--- config.mk ---
export PLATFORM = sky130hd
export DESIGN_NAME = uart_tx_serializer
export DESIGN_NICKNAME = d
export VERILOG_FILES = /design/src/rtl/uart_pkg.sv /design/src/rtl/uart_tx_serializer_bit_timer.sv /design/src/rtl/uart_tx_serializer.sv
export SDC_FILE = /design/constraint.sdc
export NUM_CORES = 1
export LEC_CHECK = 0
export ABC_AREA = 1
export BUFFER_PORTS_ARGS = -buffer_cell sky130_fd_sc_hd__buf_2
export CAP_MARGIN = 5
export CORE_MARGIN = 2
export CORE_UTILIZATION = 59
export CTS_CLUSTER_SIZE = 12
export DETAILED_ROUTE_END_ITERATION = 6
export HOLD_SLACK_MARGIN = 0.06
export PLACE_DENSITY = 0.78
export SLEW_MARGIN = 10
export SYNTH_ARGS = -nofsm -noshare
export SYNTH_HDL_FRONTEND = slang
export SYNTH_SLANG_ARGS = --single-unit
--- constraint.sdc ---
create_clock -name clk -period 1.56 [get_ports clk]
set_input_delay 0.468 -clock clk [delete_from_list [all_inputs] [get_ports clk]]
set_output_delay 0.468 -clock clk [all_outputs]
set_load 0.01 [all_outputs]
--- src/rtl/uart_pkg.sv ---
// Shared UART definitions for the host-link transmitter and receiver.
package uart_pkg;

    typedef enum logic [2:0] {
        IDLE,
        START,
        DATA,
        PARITY,
        STOP
    } uart_state_e;

    localparam int unsigned PARITY_NONE = 0;
    localparam int unsigned PARITY_EVEN = 1;
    localparam int unsigned PARITY_ODD  = 2;

    // 32.256 MHz / 280 = 115200 baud
    localparam int unsigned CLKS_PER_BIT_115200 = 280;

    function automatic logic calc_parity(input logic [7:0]  data,
                                         input int unsigned data_bits,
                                         input int unsigned mode);
        logic p;
        p = 1'b0;
        for (int unsigned i = 0; i < 8; i++) begin
            if (i < data_bits) begin
                p = p ^ data[i];
            end
        end
        return (mode == PARITY_ODD) ? ~p : p;
    endfunction

endpackage

--- src/rtl/uart_tx_serializer_bit_timer.sv ---
// Bit-period timer: counts 0..CLKS_PER_BIT-1 and flags the last and next-to-last cycle.
module uart_bit_timer
    import uart_pkg::*;
#(
    parameter int unsigned CLKS_PER_BIT = CLKS_PER_BIT_115200
) (
    input  logic clk,
    input  logic rst,
    input  logic clear_i,
    output logic tick_o,
    output logic pre_tick_o
);

    localparam int unsigned CNT_W = (CLKS_PER_BIT > 1) ? $clog2(CLKS_PER_BIT) : 1;
    localparam logic [CNT_W-1:0] LAST     = CNT_W'(CLKS_PER_BIT - 1);
    localparam logic [CNT_W-1:0] PRE_LAST = CNT_W'(CLKS_PER_BIT - 2);
    localparam logic PRE_AT_ZERO = (CLKS_PER_BIT == 2);

    logic [CNT_W-1:0] cnt_q;
    logic [CNT_W-1:0] cnt_next;

    always_comb begin
        cnt_next = cnt_q + CNT_W'(1);
        if (clear_i || (cnt_q == LAST)) begin
            cnt_next = '0;
        end
    end

    // Flags are registered from the next count so they align with cnt_q
    always_ff @(posedge clk or posedge rst) begin
        if (rst) begin
            cnt_q      <= '0;
            tick_o     <= 1'b0;
            pre_tick_o <= PRE_AT_ZERO;
        end else begin
            cnt_q      <= cnt_next;
            tick_o     <= (cnt_next == LAST);
            pre_tick_o <= (cnt_next == PRE_LAST);
        end
    end

endmodule

--- src/rtl/uart_tx_serializer.sv ---
// UART transmitter: ready/valid byte in, start/data/parity/stop frame out on tx_o.
module uart_tx_serializer
    import uart_pkg::*;
#(
    parameter int unsigned CLKS_PER_BIT = CLKS_PER_BIT_115200,
    parameter int unsigned DATA_BITS    = 8,
    parameter int unsigned PARITY       = PARITY_NONE,
    parameter int unsigned STOP_BITS    = 1
) (
    input  logic       clk,
    input  logic       rst,
    input  logic [7:0] data_i,
    input  logic       valid_i,
    output logic       ready_o,
    output logic       tx_o,
    output logic       busy_o
);

    localparam logic [2:0] LAST_DATA = 3'(DATA_BITS - 1);
    localparam logic [2:0] LAST_STOP = 3'(STOP_BITS - 1);

    uart_state_e state;
    logic [2:0]  bit_cnt;
    logic [7:0]  shift_q;
    logic        parity_q;
    logic        tick;
    logic        pre_tick;
    logic        accept;

    assign accept = valid_i && ready_o;

    uart_bit_timer #(
        .CLKS_PER_BIT(CLKS_PER_BIT)
    ) u_bit_timer (
        .clk       (clk),
        .rst       (rst),
        .clear_i   (state == IDLE),
        .tick_o    (tick),
        .pre_tick_o(pre_tick)
    );

    // Accept is only possible in IDLE or the final stop cycle, so it takes priority
    always_ff @(posedge clk or posedge rst) begin
        if (rst) begin
            state    <= IDLE;
            bit_cnt  <= 3'd0;
            shift_q  <= 8'd0;
            parity_q <= 1'b0;
            tx_o     <= 1'b1;
            ready_o  <= 1'b1;
            busy_o   <= 1'b0;
        end else if (accept) begin
            state    <= START;
            bit_cnt  <= 3'd0;
            shift_q  <= data_i;
            parity_q <= calc_parity(data_i, DATA_BITS, PARITY);
            tx_o     <= 1'b0;
            ready_o  <= 1'b0;
            busy_o   <= 1'b1;
        end else begin
            unique case (state)
                IDLE: begin
                    tx_o    <= 1'b1;
                    ready_o <= 1'b1;
                    busy_o  <= 1'b0;
                end
                START: begin
                    if (tick) begin
                        state   <= DATA;
                        bit_cnt <= 3'd0;
                        tx_o    <= shift_q[0];
                    end
                end
                DATA: begin
                    if (tick) begin
                        if (bit_cnt == LAST_DATA) begin
                            bit_cnt <= 3'd0;
                            if (PARITY != PARITY_NONE) begin
                                state <= uart_pkg::PARITY;
                                tx_o  <= parity_q;
                            end else begin
                                state <= STOP;
                                tx_o  <= 1'b1;
                            end
                        end else begin
                            bit_cnt <= bit_cnt + 3'd1;
                            shift_q <= shift_q >> 1;
                            tx_o    <= shift_q[1];
                        end
                    end
                end
                uart_pkg::PARITY: begin
                    if (tick) begin
                        state   <= STOP;
                        bit_cnt <= 3'd0;
                        tx_o    <= 1'b1;
                    end
                end
                STOP: begin
                    if (tick) begin
                        if (bit_cnt == LAST_STOP) begin
                            state   <= IDLE;
                            ready_o <= 1'b1;
                            busy_o  <= 1'b0;
                        end else begin
                            bit_cnt <= bit_cnt + 3'd1;
                        end
                    end else if (pre_tick && (bit_cnt == LAST_STOP)) begin
                        // Open the handshake for the final stop cycle to chain frames
                        ready_o <= 1'b1;
                    end
                end
                default: begin
                    state   <= IDLE;
                    tx_o    <= 1'b1;
                    ready_o <= 1'b1;
                    busy_o  <= 1'b0;
                end
            endcase
        end
    end

endmodule
==> results of run 1 <==
[metrics by stage]
step	TNS, ns	cell area, um^2	hold slack (ns)	utilization
detailed placement	0	1800	0.453	0.663
global placement	0	1800	0.451	0.663
floorplan	0	1670	0.466	-
CTS	0	1830	0.197	0.676
global route	-0.00418	1910	0.210	0.706
finish	0	1910	0.196	0.706
[tightest hold or removal path: stages]
cell and delay [ns]:
buf_2 0.10, inv_1 0.05, buf_4 0.33
[power breakdown]
part / internal (mW) / switching (mW) / total (mW)
registers: 0.726 / 0 / 0.726
clock network: 0.143 / 0.200 / 0.343
logic: 0.0105 / 0.0177 / 0.0282
total: 0.879 / 0.218 / 1.10
[synthesized netlist by cell type]
library cell and n:
a21oi_1 2, a31oi_1 4, buf_2 2, buf_8 1
clkinv_1 1, dfrtp_1 26, dfstp_2 2, ha_1 4
inv_1 21, inv_2 6, nand2_1 67, nand2_2 4
nand2_4 4, nand3_1 13, nand3_2 2, nand3b_1 1
nand4_1 1, nor2_1 31, nor2_2 3, nor2_4 4
nor3_2 1, o211ai_1 1, o211ai_2 3, o21a_2 1
o21ai_0 4, o21ai_1 1, o21ai_2 4, o21bai_1 1
xnor2_1 1, xor2_1 1
[flip-flops by register name (all words and copies together) (netlist names)]
register,flops
u_bit_timer.tick_o,1
tx_o,1
bit_cnt,3
busy_o,1
ready_o,1
u_bit_timer.pre_tick_o,1
u_bit_timer.cnt_q,9
shift_q,8
state,3
[cell type report]
class                      instances  area [um^2]  area share
multi-input combinational        158          866       0.453
inverter                          28          105      0.0549
tap                               31         38.8      0.0203
timing repair buffer              24          164      0.0857
clock buffer                       4         36.3      0.0190
sequential                        28          703       0.368
[timing repair]
| item | in CTS | in global routing |
|---|---|---|
| setup endpoints to repair | 0 | 11 |
| setup buffers | 0 | 6 |
| resized for setup | 0 | 10 |
[metal layers]
| layer | global-route usage | part of all wire |
|---|---|---|
| met5 | 0 | 0 |
| met3 | 0.0204 | 0.025 |
| met1 | 0.264 | 0.48 |
| met2 | 0.342 | 0.48 |
| met4 | 0.0598 | 0.0096 |
[path summary, 6_finish.rpt]
kind / slack, ns / start / endpoint / depth (start not counted)
max: 0.07 / bit_cnt[0] / shift_q[2] / 8
min: 0.20 / rst / u_bit_timer.cnt_q[1] / 3
max reg2reg: 0.07 / bit_cnt[0] / shift_q[2] / 8
min reg2reg: 0.47 / tx_o / tx_o / 2
max in group asynchronous: 1.06 / rst / tx_o / 3
min in group clk: 0.34 / data_i[7] / shift_q[7] / 3
[cells by family after synthesis]
logic type,count (synthesis),synth area share
AND/OR/NAND/NOR,131,0.366
AO/OA/AOI/OAI,21,0.0938
XOR/XNOR,2,0.0105
buffers and inverters,31,0.0780
flip-flops,28,0.422
adder cells (fa/ha/maj),4,0.0300
[cells in the final DEF (no fill, tap or decap), types with 3 or more instances in the layout]
master,Yosys,layout
clkbuf_4,0,3
nand2_2,4,3
buf_4,0,9
o21ai_0,4,3
nand3_1,13,12
inv_1,21,21
nand2_1,67,67
o21ai_2,4,4
inv_2,6,6
a31oi_1,4,4
nor2_4,4,5
o211ai_2,3,3
nor2_2,3,3
nor2_1,31,30
buf_2,2,13
nand3_2,2,3
dfrtp_1,26,26
nand2_4,4,4
==> flow_summary.toml, run 1 <==
[finish]
areaGrowthSynthToFinish_pct = 14.7
finalNonFillerCells = 273
n_antenna_cell = 0
drive_gt1_frac = 0.273
fill_cells = 216
finalNetCount = 258

[clocking]
tritoncts = "built"
clk_latency_ns = 0.32
path_clk_slew_ns = 0.14
postCtsHoldBufs = 0
clock-sinks = 28
cts-root-buf = "clkbuf_4"
cts-buffers-inserted = 3
h-tree-depth = 1
clockBufferDepth = 2

[route]
drcViolationCount = 0
routed_wl_um = 2920
ant_nets = 0
vias = 1386
drt_iter0_markers = 45
avgRoutedWirePerCell_um = 10.7
dr.pass1.iters = 4
viasPerCell = 5.08

[worst_setup_path]
crit_family = "flip-flops"
cp.arrival_ns = 1.75
critical_path.startpoint_type = "flop"
critical_path_required_ns = 1.82
crit_fanout = 8
max_stage_delay_ns = 0.44
crit_buf_inv = 1
cp_slowest_cell = "dfrtp_1"
critical_path_class = "reg2reg"
end_kind = "flop"
crit_chain = "ha_1 > ha_2 > nor2_4 > nand2_4 > nand2_8 > buf_6 > o211ai_2 > o21ai_2"

[die]
start_util = 0.615
die_y_um = 57.2
row_count = 19
io_pins = 14
coreArea_um2 = 2710
dieArea_um2 = 3270
die_w_um = 57.2

[placed_design]
preCtsSetupSlack_ns = 0.0584
portBuffers = 13
dp.cells = 263
routabilityCongestion = 0.880
dp_hpwl_um = 2190

[synth]
synth_warnings = 0
synth_top_cell_by_area = "dfrtp_1"
synth_cell_types = 30
synth.area.top_cells = "dfrtp_1, nand2_1, nor2_1"
synth_top_area_share = 0.390
netlist_instances = 217
synth_seq_cells = 28
synth_seq_area_share = 0.422
netlist_area_um2 = 1670
syn-num-nets = 232
avgSynthCellArea_um2 = 7.69

[timing]
hold_viol_final = 0
period_share = 0.956
maxClockFrequency_mhz = 671
fin_ws_ns = 0.0694
drv_slew = 0
fin_crit_ns = 1.49
finalSetupViolations = 0
fin_skew_ns = 0.00287
tightest_slew_ns = 0.350
maxSlewHeadroom = 0.767

[pwr]
powerDensity_nw_per_um2 = 573
power_mw = 1.10
irDropWorstVdd_uv = 644
p_leak_nw = 1.01

[global_routing]
antenna_found_initial = 0
grt_pass1_vias = 1271
grt_overflow_total = 0
grt_usage = 0.198
grt_pass1_wl_um = 5140
grt_max_degree = 29

[flow_run]
cap_violations = 0

[run_status]
outcome = "finished, final reports clean"

[hold_path]
min_path_type = "in2async"
Power figures use the tool's default switching activity.
==> inputs of run 2 (changes only) <==
Settings changed: CORE_UTILIZATION 59 to 50, PLACE_DENSITY 0.78 to 0.7.
Clock period 1.56 ns to 1.3 ns, I/O delays scaled along.
==> run 2 against run 1 <==
The flow now finishes with violations (negative setup slack). Final cell count grew 11%. Critical endpoint is now shift_q[5]. Non-clock buffer count up 17. Hold slack improved by 0.057 ns. Final area is 19% higher. Largest cell class unchanged. Utilization increased by 2.6 points.
==> flow_summary.toml, run 2 (same netlist as run 1, synthesis figures left out) <==
[placed_design]
dp.cells = 293
place_area_um2 = 1980
portBuffers = 13
routabilityCongestion = 0.858
dp_hpwl_um = 2420

[hold_path]
min-delay-start = "data_i[7]"
worstHoldPathCells = 3
min_path_type = "in2reg"
min_to = "shift_q[7]"

[worst_setup_path]
cp.arrival_ns = 1.69
critical_path.startpoint_type = "flop"
critical_path_class = "reg2reg"
max_stage_delay_ns = 0.43
cp_slowest_cell = "dfrtp_1"
end_kind = "flop"
reg2reg_depth = 7
critical_path_required_ns = 1.56
crit_fanout = 7
crit_chain = "ha_2 > ha_4 > nor2_4 > nand2_4 > nand2_8 > nor2_4 > a31oi_1"
crit_top_cell = "nor2_4"
timing.rr.start = "bit_cnt[0]"
timing.reg2reg.setup_slack_ns = -0.13
reg2reg_to = "shift_q[5]"

[timing]
drv_slew = 0
rsz0062_at_grt = "yes"
fin_ws_ns = -0.127
period_share = 1.10
maxClockFrequency_mhz = 701
hold_viol_final = 0
maxSlewHeadroom = 0.779
holdWs_ns = 0.253
tightest_slew_ns = 0.329
fin_skew_ns = 0.00729
fin_crit_ns = 1.43
finalSetupViolations = 19

[route]
routed_wl_um = 3440
drcViolationCount = 0
dr.pass1.iters = 4
vias = 1481
avgRoutedWirePerCell_um = 11.3
viasPerCell = 4.87
drt_iter0_markers = 78
ant_nets = 0

[clocking]
cts-root-buf = "clkbuf_4"
h-tree-depth = 1
clock-sinks = 28
path_clk_slew_ns = 0.16
cts-buffers-inserted = 3
tritoncts = "built"
clockBufferDepth = 2
clk_latency_ns = 0.33

[finish]
finalNonFillerCells = 304
layout_commonest_cell = "nand2_1"
final_cell_mix = "nand2_1, buf_4, dfrtp_1"
largestRegisters = "u_bit_timer.cnt_q (9), shift_q (8)"
finalNetCount = 276
drive_gt1_frac = 0.419
design_area_um2 = 2270
final_util = 0.732
regMostFlops = "u_bit_timer.cnt_q"
n_antenna_cell = 0
largest_reg_flops = 9
areaGrowthSynthToFinish_pct = 36.2

[global_routing]
grt_max_degree = 29
grt_overflow_total = 0
grt_pass1_wl_um = 6130
grt_usage = 0.213
grt_pass1_vias = 1519
antenna_found_initial = 0

[pwr]
p_comb_frac = 0.027
p_sw_frac = 0.192
powerDensity_nw_per_um2 = 655
p_leak_nw = 1.15
p_switching_mw = 0.285
seqPwrFrac = 0.586
power_mw = 1.49
p_int_mw = 1.20
clockPowerShare = 0.387
irDropWorstVdd_uv = 436

[die]
coreArea_um2 = 3100
die_y_um = 61.8
die_w_um = 61.8
row_count = 20
io_pins = 14
start_util = 0.538
dieArea_um2 = 3810

[run_status]
outcome = "complete, but fails checks"
violations = "negative setup slack"

[flow_run]
cap_violations = 0
[run 2: changes by cell type in the layout (fill, tap and decap cells not counted), moves of 4 or more]
cell and change:
dfrtp_1 -4, nand2_2 +5, buf_4 +15, nand2_1 -6, nor2_4 +8, dfrtp_2 +4, nor2_1 -9
[run 2: how the worst max path moves through the flow]
stage                               startpoint                     end  cells past startpoint  slack (ns)
after floorplan                     bit_cnt[0]              shift_q[1]                      8       -0.02
after global placement    u_bit_timer.cnt_q[1]  u_bit_timer.pre_tick_o                      8       -0.08
after detailed placement            bit_cnt[1]              shift_q[0]                      7       -0.12
after CTS                              ready_o                 ready_o                      1       -0.10
after global routing                bit_cnt[0]              shift_q[5]                      7       -0.20
final                               bit_cnt[0]              shift_q[5]                      7       -0.13
[run 2: through the flow]
step / setup WS [ns] / TNS, ns
4_1_cts: -0.102 / -1.25
2_1_floorplan: -0.0189 / -0.0950
5_1_grt: -0.198 / -3.51
3_3_place_gp: -0.0821 / -0.661
3_5_place_dp: -0.119 / -1.10
6_report: -0.127 / -1.64
[run 2: area by class of cell]
type | count | area [um^2]
multi-input cells | 159 | 1030
fillers | 272 | 831
flip-flops and latches | 28 | 708
repair buffers | 41 | 319
inverters | 28 | 108
well taps | 44 | 55.1
clock inverters | 1 | 30.0
clock buffers | 3 | 22.5
[run 2: critical path: cells and delay by family, from the launching register on]
kind,cells,cell delay [ns]
DFF,1,0.43
and+or+nand+nor,4,0.42
adders and majority gates,2,0.37
AOI/OAI and AO/OA,1,0.15
[run 2: what timing repair did]
| item | CTS | global route |
|---|---|---|
| resized for setup | 19 | 27 |
| setup buffers | 2 | 3 |
| pin swaps | 7 | 13 |
| hold buffers | 0 | 1 |
| hold endpoints to repair | 0 | 16 |
| gates cloned | 1 | 0 |
| setup endpoints to repair | 20 | 28 |
[run 2: metal layers]
metal	GRT usage	wire length (um)	up-vias
li1	-	-	769
met1	0.248	1480	683
met2	0.400	1810	21
met3	0.0269	83	8
met4	0.0760	72	0
met5	0	0	-
[run 2: power groups by stage]
stage / Combinational [mW] / Clock [mW] / Sequential [mW]
2_1_floorplan: 0.0129 / 0 / 0.888
3_3_place_gp: 0.0402 / 0 / 0.887
3_5_place_dp: 0.0405 / 0 / 0.887
4_1_cts: 0.0406 / 0.576 / 0.872
5_1_grt: 0.0473 / 0.627 / 0.872
6_report: 0.0409 / 0.575 / 0.872
